<file path="src/rtl/serial_frame_pkg.sv">
// Shared types and sizing helpers for the serial frame controller.
package serial_frame_pkg;

  localparam int DEF_PORT_W = 2;
  localparam int DEF_CNT_W  = 4;

  typedef enum logic [2:0] {
    IDLE,
    PORT,
    COUNT,
    XMIT,
    DONE
  } frame_state_t;

  // Bit counter must reach the longer of the two header fields.
  function automatic int bit_cnt_width(input int port_w, input int cnt_w);
    int longest;
    longest = (port_w > cnt_w) ? port_w : cnt_w;
    return $clog2(longest + 1);
  endfunction

endpackage

</file>
<file path="src/rtl/sipo_shift.sv">
// MSB-first serial-in/parallel-out register, enable-gated, async active-low clear.
module sipo_shift #(
  parameter int W = 4
) (
  input  logic         clk,
  input  logic         rst,
  input  logic         en,
  input  logic         din,
  output logic [W-1:0] q
);

  always_ff @(posedge clk or negedge rst) begin
    if (!rst) begin
      q <= '0;
    end else if (en) begin
      q <= (q << 1) | W'(din);
    end
  end

endmodule

</file>
<file path="src/rtl/serial_frame_controller.sv">
// Frame sequencer: start bit, port address, bit count, then routes payload bits
// onto the selected port and pulses Done at frame end.
module serial_frame_controller
  import serial_frame_pkg::*;
#(
  parameter int PORT_W = DEF_PORT_W,
  parameter int CNT_W  = DEF_CNT_W
) (
  input  logic                 clk,
  input  logic                 rst,
  input  logic                 clkEn,
  input  logic                 SerIn,
  output logic [2**PORT_W-1:0] P,
  output logic                 SerOutValid,
  output logic                 Done,
  output logic [CNT_W-1:0]     CntOut
);

  localparam int BCW = bit_cnt_width(PORT_W, CNT_W);

  frame_state_t      state, next_state;
  logic [BCW-1:0]    bit_cnt;
  logic [PORT_W-1:0] port_q;
  logic [CNT_W-1:0]  count_q;
  logic [CNT_W-1:0]  remaining;
  logic [CNT_W-1:0]  count_full;
  logic              port_shift;
  logic              count_shift;

  sipo_shift #(.W(PORT_W)) u_port_reg (
    .clk (clk),
    .rst (rst),
    .en  (port_shift),
    .din (SerIn),
    .q   (port_q)
  );

  sipo_shift #(.W(CNT_W)) u_count_reg (
    .clk (clk),
    .rst (rst),
    .en  (count_shift),
    .din (SerIn),
    .q   (count_q)
  );

  // Value the count register will hold once the current bit is shifted in.
  assign count_full = (count_q << 1) | CNT_W'(SerIn);

  always_ff @(posedge clk or negedge rst) begin
    if (!rst) begin
      state <= IDLE;
    end else begin
      state <= next_state;
    end
  end

  always_comb begin
    next_state  = state;
    port_shift  = 1'b0;
    count_shift = 1'b0;
    if (clkEn) begin
      case (state)
        IDLE: begin
          if (!SerIn) next_state = PORT;
        end
        PORT: begin
          port_shift = 1'b1;
          if (bit_cnt == BCW'(PORT_W - 1)) next_state = COUNT;
        end
        COUNT: begin
          count_shift = 1'b1;
          if (bit_cnt == BCW'(CNT_W - 1)) begin
            next_state = (count_full != '0) ? XMIT : DONE;
          end
        end
        XMIT: begin
          if (remaining <= CNT_W'(1)) next_state = DONE;
        end
        DONE: begin
          next_state = IDLE;
        end
        default: begin
          next_state = IDLE;
        end
      endcase
    end
  end

  // Field bit counter and the payload down-counter loaded at the end of COUNT.
  always_ff @(posedge clk or negedge rst) begin
    if (!rst) begin
      bit_cnt   <= '0;
      remaining <= '0;
    end else if (clkEn) begin
      case (state)
        IDLE: begin
          bit_cnt <= '0;
        end
        PORT: begin
          bit_cnt <= (next_state == COUNT) ? '0 : bit_cnt + BCW'(1);
        end
        COUNT: begin
          bit_cnt <= bit_cnt + BCW'(1);
          if (next_state != COUNT) remaining <= count_full;
        end
        XMIT: begin
          if (remaining != '0) remaining <= remaining - CNT_W'(1);
        end
        default: begin
        end
      endcase
    end
  end

  assign SerOutValid = (state == XMIT) && clkEn;
  assign Done        = (state == DONE);
  assign CntOut      = (state == COUNT) ? count_q : remaining;

  always_comb begin
    P = '0;
    if (SerOutValid) P[port_q] = SerIn;
  end

endmodule
</file>
<file path="config.mk">
export PLATFORM = sky130hd
export DESIGN_NAME = serial_frame_controller
export DESIGN_NICKNAME = d
export VERILOG_FILES = /design/src/rtl/serial_frame_pkg.sv /design/src/rtl/sipo_shift.sv /design/src/rtl/serial_frame_controller.sv
export SDC_FILE = /design/constraint.sdc
export NUM_CORES = 1
export LEC_CHECK = 0
export ABC_AREA = 1
export BUFFER_PORTS_ARGS = -buffer_cell sky130_fd_sc_hd__clkbuf_2
export CAP_MARGIN = 5
export CORE_MARGIN = 2
export CORE_UTILIZATION = 31
export CTS_CLUSTER_DIAMETER = 200
export DETAILED_ROUTE_END_ITERATION = 8
export PLACE_DENSITY = 0.51
export SLEW_MARGIN = 15
export SYNTH_ARGS = -nofsm -noshare
export SYNTH_HDL_FRONTEND = slang
export SYNTH_SLANG_ARGS = --single-unit
</file>
<file path="constraint.sdc">
create_clock -name clk -period 1.9 [get_ports clk]
set_input_delay 0.38 -clock clk [delete_from_list [all_inputs] [get_ports clk]]
set_output_delay 0.38 -clock clk [all_outputs]
set_load 0.02 [all_outputs]
</file>
==> reports/qor.txt <==
status: complete, no violations
Final #Nets: 199
worst hold path class: input pin to async pin
first-pass iteration count of the detailed router: 4
Yosys reg bits: 16
Via density: 4.62
Ys Warns: 0
initial core utilization: 32.8%
P_sw: 1.20 mW
Worst-path clk slew: 0.11 ns
Top cell by count, worst path: buf_4
WL final: 2.89 mm
CTS Sinks: 16
fin cells: 234
CTS Buf Count: 3
critical path endpoint category: primary output
Worst Setup Path Type: flip-flop to primary output
Final setup viols: 0
Net Count, Synth: 165
Cell Area, Synth: 0.00111 mm^2
die area: 0.00408 mm^2
worst-skew pair later-pin latency: 0.29 ns
Rows: 21
DRC Markers: 0
GRT Total Usage: 15.7%
Die X: 63.9 um
R2R Path End: bit_cnt[2]
Avg Synthesized Cell Area: 7.18 um^2
Period minus WS final: 1.85 ns
Core Util, Final: 44.4%
relative max-transition margin: 67.1%
slowest stage cell, crit path: dfrtp_2
# hold bufs at CTS: 0
vias in the first global route: 1150
WP data required: 1.52 ns
Clock Power Share: 10.0%
P per Cell Area: 1610 mW/mm^2
area grow syn2layout: 35.3%
CTS tree: built
gpl congestion: 0.783
crit path cell chain: nand2_4, nor2_4, inv_2, nor2_4, buf_4, buf_4, buf_4, buf_6
DR WL/cell: 12.4 um
# port buffers: 13
Critical Path AT: 1.47 ns
Vias: 1080
part of the cycle the worst path needs: 97.3%
Synth area leader: dfrtp_1
maxcap violations: 0
crit start category: flip-flop
Pint: 1.21 mW
Crit path largest cell delay: 0.44 ns
initial antenna violation count: 0
post-synthesis cell count: 155
placed cells: 220
RSZ-0062 raised after global routing: true
post-route antenna net violation count: 0
critical-path maximum fanout: 2
DIE HEIGHT: 63.9 um
initial DRC count: 33
hpwl dp: 2.12 mm
max-slew violations: 0
Comb power frac: 63.2%
global-route wire length before repair: 5.08 mm
Ports: 14
Synth top area share: 36.0%
Netlist cell types: 22
f_max: 541 MHz
largest net degree at the start of global routing: 17
Switching Share: 49.8%
diode count: 0
core area: 0.00339 mm^2
skew final: 0.00781 ns
Seq/Total Area, Yosys: 36.0%
worst reg2reg setup slack: 0.19 ns
H-tree depth: 1
clock root cell: clkbuf_4
Total Power: 2.42 mW
peak supply drop: 0.838 mV
GR Overflow Total: 0
fillers: 355
R2R cell count: 14
RR Startpoint: bit_cnt[0]
share of layout cells above drive strength 1: 31.9%
static leakage: 0.755 nW
Max clock buf depth: 2
sequential power share: 26.8%
Fin. Hold Viols: 0
top cells by area, synth: dfrtp_1, nand2_1, inv_1, ha_1, nand3_1
Worst Tran Pin Value: 0.493 ns
worst max-delay path by stage:
stage	slack, ns	start	to	depth (start not counted)
detailed placement	0.09	state[1]	P[3]	7
global route	-0.04	state[0]	P[2]	7
floorplan	0.02	state[0]	P[0]	6
CTS	-0.007	state[1]	P[3]	7
global placement	0.15	state[1]	P[2]	7
finish	0.05	state[1]	SerOutValid	8
through the flow:
| stage | TNS (ns) | hold slack [ns] | worst slack, ns | instance area [um^2] |
|---|---|---|---|---|
| after floorplan | 0 | 0.0844 | 0.0180 | 1170 |
| after global placement | 0 | 0.351 | 0.152 | 1340 |
| after detailed placement | 0 | 0.350 | 0.0880 | 1340 |
| after CTS | -0.00678 | 0.0147 | -0.00678 | 1460 |
| after global routing | -0.166 | 0.0178 | -0.0396 | 1510 |
| final | 0 | 0.000639 | 0.0517 | 1510 |
state kept, by name (all words and copies together), names as in the netlist:
register       count
bit_cnt            3
u_port_reg.q       2
remaining          4
state              3
u_count_reg.q      4
critical path: cells and delay by family, from the launching register on:
| family | cells | cell delay, ns |
|---|---|---|
| buf+inv | 5 | 0.56 |
| simple gates | 3 | 0.18 |
| flops | 1 | 0.44 |
synth_stat cells:
cell type,count
nor2_2,1
nand2_1,49
a21oi_1,1
buf_6,1
inv_1,22
nand2_2,7
a311oi_1,1
dfrtp_1,16
o21ai_0,11
a21oi_4,1
ha_1,6
nand3_4,1
nor2_1,13
nand3_2,1
nand4_1,1
inv_2,1
nor4_1,4
nand3_1,12
xor2_1,1
mux2_1,1
nor2_4,2
nor3_1,2
cells in the final DEF, fill, tap and decap left out, drive strengths merged:
cell | synthesis | layout
inv | 23 | 23
nand4 | 1 | 1
nand3 | 14 | 14
buf | 1 | 22
nor2 | 16 | 17
nor4 | 4 | 4
xor2 | 1 | 1
clkbuf | 0 | 11
o21ai | 11 | 11
a311oi | 1 | 1
mux2 | 1 | 1
nor3 | 2 | 2
dfrtp | 16 | 16
ha | 6 | 6
nand2 | 56 | 56
a21oi | 2 | 2
timing repair:
action,4_1_cts,5_1_grt
gates resized for setup,16,13
pin swaps,3,1
cloned,0,1
endpoints found under the setup margin,8,13
setup buffers,8,2
layer usage:
layer  routed length (um)  track usage [%]  share of wire, %  vias up
met5                    0                0                 0        -
met4                   25             5.16              0.86        0
met3                   93             2.11               3.2        2
met2                 1340             25.9                46       16
met1                 1430             21.0                49      503
li1                     -                -                 -      559
cell families (layout without fill, tap and decap cells):
family                   Yosys count  in the layout  synth area share [%]
AND/OR/NAND/NOR                   93             94                  39.0
buffers and inverters             24             56                  8.77
flip-flops                        16             16                  36.0
AO/OA/AOI/OAI                     14             14                  7.65
adder cells (fa/ha/maj)            6              6                  6.75
XOR/XNOR                           1              1                 0.788
multiplexers                       1              1                  1.01
cell type report:
type | instances | area (um^2) | share of cell area [%]
flip-flops and latches | 16 | 403 | 26.8
repair buffers | 29 | 209 | 13.9
clock buffers | 4 | 36.3 | 2.41
well taps | 46 | 57.6 | 3.82
inverters | 23 | 88.8 | 5.90
multi-input cells | 116 | 711 | 47.2
power by group through the flow:
stage          Combinational [mW]  Sequential [mW]  Clock (mW)
5_1_grt                      1.72            0.671       0.271
3_5_place_dp                 1.29            0.659           0
4_1_cts                      1.45            0.641       0.254
3_3_place_gp                 1.27            0.655           0
2_1_floorplan               0.955            0.627           0
6_report                     1.53            0.648       0.241
Power figures use the tool's default switching activity.
